### src/rtl/dmem_arbiter.sv
// Shares one data-memory port between the CPU (fixed priority) and a debug master; CPU reads are combinational.
// Debug grant comes 1 cycle after the request when the CPU is idle and at most STARVE_LIMIT cycles otherwise; the CPU is held back with cpu_stall.
module dmem_arbiter #(
  parameter int ADDR_W       = 32,
  parameter int DATA_W       = 32,
  parameter int STARVE_LIMIT = 8,
  parameter int CNT_W        = 4
) (
  input  logic              clk,
  input  logic              rst,
  input  logic              cpu_req_r,
  input  logic              cpu_req_w,
  input  logic [ADDR_W-1:0] cpu_addr,
  input  logic [DATA_W-1:0] cpu_wdata,
  output logic [DATA_W-1:0] cpu_rdata,
  output logic              cpu_stall,
  input  logic              dbg_req,
  input  logic              dbg_we,
  input  logic [ADDR_W-1:0] dbg_addr,
  input  logic [DATA_W-1:0] dbg_wdata,
  output logic              dbg_gnt,
  output logic              dbg_rvalid,
  output logic [DATA_W-1:0] dbg_rdata,
  output logic              mem_en,
  output logic              mem_we,
  output logic [ADDR_W-1:0] mem_addr,
  output logic [DATA_W-1:0] mem_wdata,
  input  logic [DATA_W-1:0] mem_rdata
);

  typedef enum logic {
    CPU_OWN = 1'b0,
    DBG     = 1'b1
  } state_t;

  localparam logic [CNT_W-1:0] LP_STARVE_MAX = CNT_W'(STARVE_LIMIT - 1);

  state_t            r_state;
  state_t            w_state_nxt;
  logic [CNT_W-1:0]  r_starve_cnt;
  logic [CNT_W-1:0]  w_starve_nxt;
  logic              r_dbg_rvalid;
  logic [DATA_W-1:0] r_dbg_rdata;
  logic              w_cpu_busy;
  logic              w_dbg_slot;
  logic              w_starved;
  logic              w_take_dbg;
  logic              w_dbg_rd;

  assign w_cpu_busy = cpu_req_r | cpu_req_w;
  assign w_dbg_slot = (r_state == DBG);
  assign w_starved  = (r_starve_cnt == LP_STARVE_MAX);
  assign w_take_dbg = dbg_req & (~w_cpu_busy | w_starved);
  assign w_dbg_rd   = w_dbg_slot & ~dbg_we;

  assign cpu_rdata  = mem_rdata;
  assign dbg_rvalid = r_dbg_rvalid;
  assign dbg_rdata  = r_dbg_rdata;

  always_ff @(posedge clk or posedge rst) begin
    if (rst) begin
      r_state      <= CPU_OWN;
      r_starve_cnt <= '0;
    end else begin
      r_state      <= w_state_nxt;
      r_starve_cnt <= w_starve_nxt;
    end
  end

  always_comb begin
    w_state_nxt  = r_state;
    w_starve_nxt = r_starve_cnt;
    mem_en       = w_cpu_busy;
    mem_we       = cpu_req_w;
    mem_addr     = cpu_addr;
    mem_wdata    = cpu_wdata;
    cpu_stall    = 1'b0;
    dbg_gnt      = 1'b0;
    case (r_state)
      CPU_OWN: begin
        // A withdrawn request forfeits any accumulated starvation credit.
        if (!dbg_req) begin
          w_starve_nxt = '0;
        end else if (w_take_dbg) begin
          w_state_nxt  = DBG;
          w_starve_nxt = '0;
        end else if (w_cpu_busy) begin
          w_starve_nxt = r_starve_cnt + CNT_W'(1);
        end
      end
      DBG: begin
        mem_en       = 1'b1;
        mem_we       = dbg_we;
        mem_addr     = dbg_addr;
        mem_wdata    = dbg_wdata;
        cpu_stall    = 1'b1;
        dbg_gnt      = 1'b1;
        w_state_nxt  = CPU_OWN;
        w_starve_nxt = '0;
      end
      default: begin
        w_state_nxt  = CPU_OWN;
        w_starve_nxt = '0;
      end
    endcase
  end

  always_ff @(posedge clk or posedge rst) begin
    if (rst) begin
      r_dbg_rvalid <= 1'b0;
      r_dbg_rdata  <= '0;
    end else begin
      r_dbg_rvalid <= w_dbg_rd;
      if (w_dbg_rd) begin
        r_dbg_rdata <= mem_rdata;
      end
    end
  end

endmodule

### config.mk
export PLATFORM = sky130hd
export DESIGN_NAME = dmem_arbiter
export DESIGN_NICKNAME = d
export VERILOG_FILES = /design/src/rtl/dmem_arbiter.sv
export SDC_FILE = /design/constraint.sdc
export NUM_CORES = 1
export LEC_CHECK = 0
export ABC_CLOCK_PERIOD_IN_PS = 1500
export BUFFER_PORTS_ARGS = -buffer_cell sky130_fd_sc_hd__buf_2
export CORE_AREA = 2 2 115 117
export CTS_BUF_LIST = sky130_fd_sc_hd__clkbuf_4 sky130_fd_sc_hd__clkbuf_8
export CTS_CLUSTER_DIAMETER = 150
export DETAILED_ROUTE_END_ITERATION = 10
export DIE_AREA = 0 0 117 119
export GPL_TIMING_DRIVEN = 0
export PLACE_DENSITY = 0.49
export SYNTH_ARGS = -nofsm -noshare
export SYNTH_HDL_FRONTEND = slang
export SYNTH_SLANG_ARGS = --single-unit
### constraint.sdc
create_clock -name clk -period 1.5 [get_ports clk]
set_input_delay 0 -clock clk [delete_from_list [all_inputs] [get_ports clk]]
set_output_delay 0 -clock clk [all_outputs]
set_load 0.05 [all_outputs]
# Word-level counts from Yosys, hierarchy flattened
# Index checks and enable logic that the tools add are counted.
# classes
n_eq_ne	2
bitwise_logic	7
add_sub_neg	1
n_mux	12
# ops
op	n
32-bit 2-to-1 mux	2
4-bit 2-to-1 mux	3
4-bit one-hot mux with 2 select lines	1
1-bit 2-to-1 mux	5
4-bit by 1-bit adder with 4-bit output (second input constant)	1
4-bit by 3-bit equality test with 1-bit output (second input constant)	1
4-bit inequality test (second input constant)	1
1-bit inverter	3
1-bit AND	2
1-bit bitwise OR	2
1-bit one-hot mux with 2 select lines	1
# word_totals
input_bits	166
wordCells	26
output_inout_bits	133
regBits	38

# Depth between registers and ports, before layout
# Gate-level depths: netlist of the first run.
# logic_depth
ltp_word	7
ltp_mapped	4
mapped_depth_nobuf	4

# Worst setup path after synthesis of the first run
# Ideal clock, no wire load.
# synth_timing
path_kind	flip-flop to output port
startpoint	reg r_state
endpoint	out mem_addr[18]
path_stages_with_launch	4
arrival_time_ps	1600
t_required_ps	1500
slack_ps	-100
path_buffers	2
cell_sequence	dfrtp_1 -> buf_2 -> buf_4 -> mux2_2
# synth_between
elab_chain_cells	1
# synth_lines
element	line	rtl
start, declared	38	state_t r_state;
start signal, assigned	65	r_state <= w_state_nxt;
32-bit 2-to-1 mux	79	case (r_state)
end, declared	26	output logic [ADDR_W-1:0] mem_addr,
# No other way between the ends.

# Worst setup path in the final report of the first run
# layout_timing
startpoint	reg r_state
endpoint	out mem_wdata[6]
# layout_between
elab_chain_cells	1
# layout_lines
element	line	rtl
32-bit 2-to-1 mux	79	
end, declared	27	output logic [DATA_W-1:0] mem_wdata,
# No other way between the ends.

==> run metrics, run 1 <==
Reg clk slew, reported paths=~80 ps; CTS sink count=38; Post-Syn Instances=between 150 and 200; Yosys warning total=0; core area=12900 um2; Post-DP HPWL=between 7 and 8 mm; RePlAce Congestion=around 0.74; DR WL/cell=around 14 um; Antenna Cells=0; total CTS buffers=5; # H-tree levels=2; met2 WL=~5.2 mm; WL met1=around 3.8 mm; vias per cell=3.86; ANT nets after route=0; drt initial violations=32; failing checks=setup timing; Worst Setup End Kind=primary output; filler cell count=1251; Die Y=~120 um; CP required=1500 ps; fin crit share=101%; global-route wire length before repair=14.3 mm; Setup CP Type=flip-flop to primary output; met3 wire len=around 650 um; Hold Crit Start=cpu_req_r; PnR worst setup slack=-20.8 ps; CP max FO=10; worst slew pin tran=a little under 800 ps; worst-case hold path end point=r_starve_cnt[0]; cells on worst reg2reg path=5; Slew headroom=a little under half; DRT Wirelength=between 9 and 10 mm; antenna violations before repair=0; slowest cell on the critical path=dfrtp_2; crit path buf inv count=3; Final min period=between 1500 and 2000 ps; grt ovf=0; RR Endpoint=r_starve_cnt[2]; leakage=between 2 and 3 nW; I/O Buffers=between 200 and 300; Slew Limit Fails=0; Post-route DRC=0; vias in the first global route=around 2800; share of cells above drive strength 1=78.3%; power density over cell area=929 nW/um2; type of the most critical hold path=input port to flip-flop; Peak Freq=658 MHz; CP top delay family=buffers and inverters; gr usage total=a little over an eighth; distinct cell type count after synthesis=17; Hold Crit Depth=4; average instance area after synthesis=12.6 um2; status=complete, but fails checks; chip width=approximately 120 um; netlist area before placement=2480 um2; Startpoint Class=flip-flop; Post-Syn Nets=364; via count=roughly 2800; commonest non-fill, non-tap cell in the layout=buf_2; Synth top area share=between 30% and 40%; Hold Vio Cnt, Final=0; RSZ-0062 raised after global routing=true; most frequent cells in the layout=buf_2, buf_6, mux2_2; CTS tree=done; DRT Pass-1 Iters=3; maximum clock insertion buffer count=2; clock root buffer=clkbuf_8; flop-to-flop setup slack=60 ps; clk_skew=7.79 ps; Core Rows=between 40 and 50; largest net degree at the start of global routing=39; Area growth syn-to-layout=111%; dpl ws=-7.04 ps; area leader, netlist=dfrtp_1; maximum vdd drop=between 0.3 and 0.4 mV; CP cell instances=buf_12 -> buf_8 -> mux2_2 -> buf_6; final net count=between 700 and 800; post-route setup TNS=-169 ps; reg2reg start=r_state; Crit path largest cell delay=410 ps; Yosys reg bits=38; endpoints failing setup=26; Initial Util=19.3%; DIE AREA=13900 um2; synth top area cells=dfrtp_1, mux2_2, mux2_1, buf_4, buf_6; IO Pins=approximately 300; CP arrival=approximately 1500 ps; max-cap violation count=0; Seq/Total Area, Yosys=about two fifths; clock insertion delay at the later pin of the skew report=~290 ps; final core occ=between 40% and 50%; uppermost layer routed=met4
## routing by layer
layer / global-route usage [%] / vias to the layer above
li1: - / 1348
met1: 14.8 / 1266
met2: 24.3 / 153
met3: 2.29 / 12
met4: 3.97 / 0
met5: 0 / -
## worst max-delay path by stage
stage,start,depth (start not counted),endpoint,slack [ps]
after floorplan,r_state,3,mem_addr[18],70
after global placement,rst,2,r_state,-90
after detailed placement,r_state,4,mem_addr[23],-7
after CTS,r_state,4,mem_wdata[23],-40
after global routing,r_state,4,mem_wdata[17],-80
final,r_state,4,mem_wdata[6],-20
## cell usage after synthesis (all sizes together)
library cell	n
inv	2
or3	2
buf	44
and3b	1
nor2	7
nand3	1
mux2	97
dfrtp	38
xnor2	1
ha	1
xor2	1
nand2b	1
nor2b	1
## worst reg2reg max path: cells and delay by family (launching register included)
family	cells	cell delay (ps)
flip-flops	1	440
buffers and inverters	2	270
AND/OR/NAND/NOR	3	660
## layout make-up
type	count	area (um2)	share of cell area [%]
Tap cell	176	220	4.20
Timing Repair Buffer	339	2340	44.6
Clock inverter	2	12.5	0.239
Inverter	2	7.51	0.143
Clock buffer	6	82.6	1.58
Multi-Input combinational cell	113	1220	23.3
Sequential cell	38	952	18.2
Buffer	44	404	7.71
## where the power goes
group	switching (mW)	internal, mW
combinational	1.84	0.965
clock	0.367	0.370
sequential	0.0882	1.24
total	2.30	2.57
## flip-flops by register name (all words and copies together), names as in the netlist
signal	cells
dbg_rdata	32
r_starve_cnt	4
dbg_rvalid	1
r_state	1
## metrics by stage
step           hold WS, ps  instance area [um2]  power, mW  instances
2_1_floorplan          135                 2490       3.16        197
3_3_place_gp           233                 4200       3.84        671
3_5_place_dp           216                 4200       3.85        671
4_1_cts                139                 5180       4.91        719
5_1_grt                199                 5240       5.12        720
6_report               180                 5240       4.87        720
## timing repair
item | 4_1_cts | 5_1_grt
endpoints found under the hold margin | 71 | 0
setup endpoints to repair | 66 | 65
gates cloned | 1 | 0
hold buffers | 36 | 0
resized for setup | 151 | 13
buffers inserted | 3 | 1
## logic make-up (layout without fill, tap and decap cells)
family                   Yosys count  count (layout)  share of synthesized area (%)
multiplexers                      97              97                           44.0
flip-flops                        38              38                           38.3
adder cells (fa/ha/maj)            1               1                          0.503
XOR/XNOR                           2               2                          0.705
AND/OR/NAND/NOR                   13              13                           2.82
buffers and inverters             46             393                           13.7
(Power assumes the default switching activity.)
==> run 2, diff against run 1 <==
CORE_AREA = 2 2 117 119   (was 2 2 115 117)
CTS_BUF_LIST = unset   (was sky130_fd_sc_hd__clkbuf_4 sky130_fd_sc_hd__clkbuf_8)
DIE_AREA = 0 0 119 121   (was 0 0 117 119)
PLACE_DENSITY = 0.47   (was 0.49)
SKIP_LAST_GASP = 1   (was unset)
SLEW_MARGIN = 30   (was unset)
==> run 2 against run 1 <==
Against the previous run: the flow still finishes with violations (setup timing); flip-flop and latch count unchanged; sequential power barely moved; via count fell by 0.40%; die area grew 3.4%; critical path depth is 1 lower; combinational power decreased by 2%; setup slack got worse by 35 ps; fmax is 2.3% lower; global-route usage fell by 0.12 points.
==> run metrics, run 2 (synthesis results as in run 1) <==
met3 wire len=664 um (+2.6%); I/O Buffers=298 (unchanged); CP max FO=6 (-4); CTS sink count=38 (unchanged); total CTS buffers=5 (unchanged); Post-route DRC=0 (unchanged); grt ovf=0 (unchanged); gr usage total=12.9% (-0.12 points); CP Depth=3 (-1); DRT Wirelength=10.1 mm (+2.9%); switching portion of total power=42.8% (-4.4 points); drt initial violations=34 (+6.3%); Antenna Cells=0 (unchanged); IO Pins=299 (unchanged); total power=5.45 mW (+12%); sequential share of power=24.3% (-2.9 points); Reg clk slew, reported paths=60 ps (-20 ps); Area growth syn-to-layout=110%; crit path buf inv count=2 (-1); PnR worst setup slack=-55.9 ps (-35.1 ps); # H-tree levels=2 (unchanged); Initial Util=19.0% (-0.31 points); RSZ-0062 raised after global routing=true; vias per cell=3.86 (-0.12%); met2 WL=5.61 mm (+8.7%); via count=2768 (-0.40%); share of cells above drive strength 1=78.8% (+0.47 points); type of the most critical hold path=input port to flip-flop; Peak Freq=643 MHz (-2.3%); CP top delay family=flip-flops; power density over cell area=1040 nW/um2 (+12%); failing checks=setup timing; clock insertion delay at the later pin of the skew report=280 ps (about the same); DIE AREA=14400 um2 (+3.4%); Slew headroom=79.4% (+32 points); Hold Vio Cnt, Final=0 (unchanged); core area=13100 um2 (+1.6%); CP arrival=1560 ps (+40 ps); final net count=708 (-0.28%); fin crit share=104% (+2.3 points); CTS tree=done; DRT Pass-1 Iters=4 (+1); endpoints failing setup=43 (+65%); cells on worst reg2reg path=4 (-1); post-route setup TNS=-1130 ps (-958 ps); most frequent cells in the layout=buf_2, mux2_2, buf_6; maximum clock insertion buffer count=2 (unchanged); CP cell instances=bufbuf_16 -> or3_4 -> buf_6; Worst Setup End Kind=primary output; worst slew pin tran=311 ps (-478 ps); ANT nets after route=0 (unchanged); max-cap violation count=0 (unchanged); CP required=1500 ps (about the same); switching power=2.33 mW (+1.5%); Cell Int Power=3.12 mW (+21%); Hold Crit Depth=4 (unchanged); Final min period=1560 ps (+35.1 ps); Slew Limit Fails=0 (unchanged); clock root buffer=clkbuf_16; Crit path largest cell delay=450 ps (+40 ps); combinational power share=50.7% (-7.0 points); commonest non-fill, non-tap cell in the layout=buf_2; leakage=2.71 nW (-0.15%); antenna violations before repair=0 (unchanged); clk_skew=4.89 ps (-2.90 ps); uppermost layer routed=met4; chip width=119 um (+1.7%); Startpoint Class=flip-flop; DR WL/cell=14.1 um (+3.2%); Core Rows=42 (unchanged); WL met1=3.80 mm (-1.0%); Post-DP HPWL=8.39 mm (+8.6%); maximum vdd drop=0.412 mV (+14%); global-route wire length before repair=14.6 mm (+2.5%); largest net degree at the start of global routing=29 (-26%); RePlAce Congestion=0.749 (+0.88%); Largest register FFs=32 (unchanged); vias in the first global route=2804 (-1.4%); clock power share=25.0% (+9.9 points); slowest cell on the critical path=dfrtp_2; Die Y=121 um (+1.7%); Setup CP Type=flip-flop to primary output; status=complete, but fails checks
==> run 2: changes by cell type in the layout (fill, tap and decap cells not counted), moves of 3 or more <==
cell,before,now
buf_2,233,241
buf_4,38,47
buf_8,11,8
buf_6,62,48
mux2_2,60,65
clkbuf_8,6,0
mux2_4,8,3
clkbuf_16,0,6
==> run 2: area by class of cell <==
type,count,area (um2)
fillers,1262,7870
plain buffers,44,387
well taps,176,220
repair buffers,337,2250
multi-input cells,113,1210
clock inverters,3,68.8
flip-flops and latches,38,952
inverters,2,7.51
clock buffers,5,125
==> run 2: routing by layer <==
layer | vias up | GRT usage [%]
met4 | 0 | 2.60
met1 | 1274 | 14.9
met2 | 147 | 25.1
li1 | 1345 | -
met5 | - | 0
met3 | 2 | 2.07
==> run 2: final timing paths <==
kind                                 start               to  slack, ps
max                                r_state           mem_en        -60
max in group asynchronous              rst          r_state        840
max reg2reg                r_starve_cnt[0]  r_starve_cnt[2]        100
min                              cpu_req_r          r_state         30
min reg2reg                r_starve_cnt[0]  r_starve_cnt[0]        470
min in group asynchronous              rst    dbg_rdata[28]        220
==> run 2: worst min-delay path: cells and delay by family <==
kind | cells | cell delay, ps
buf+inv | 1 | 90
simple gates | 3 | 180
==> run 2: stage by stage <==
stage	hold WS, ps	worst slack, ps	utilization [%]	area [um2]	cells
CTS	23.8	-84.9	38.8	5070	716
floorplan	135	68.0	-	2490	197
detailed placement	-43.4	16.1	32.2	4220	672
finish	31.3	-55.9	39.9	5220	718
global placement	233	-82.4	32.1	4200	671
global route	54.4	-107	39.9	5220	718
==> run 2: timing repair <==
action	CTS	global route
setup endpoints to repair	66	66
hold buffers	34	0
gates resized for setup	91	45
endpoints found under the hold margin	71	0
gates cloned	1	1
pin swaps	0	0
buffers inserted	1	1
==> run 2: power by group through the flow <==
stage | logic, mW | registers, mW | clock network (mW)
after floorplan | 1.06 | 2.09 | 0
after global placement | 2.51 | 1.34 | 0
after detailed placement | 2.52 | 1.35 | 0
after CTS | 2.73 | 1.33 | 1.43
after global routing | 2.88 | 1.36 | 1.47
final | 2.76 | 1.32 | 1.36
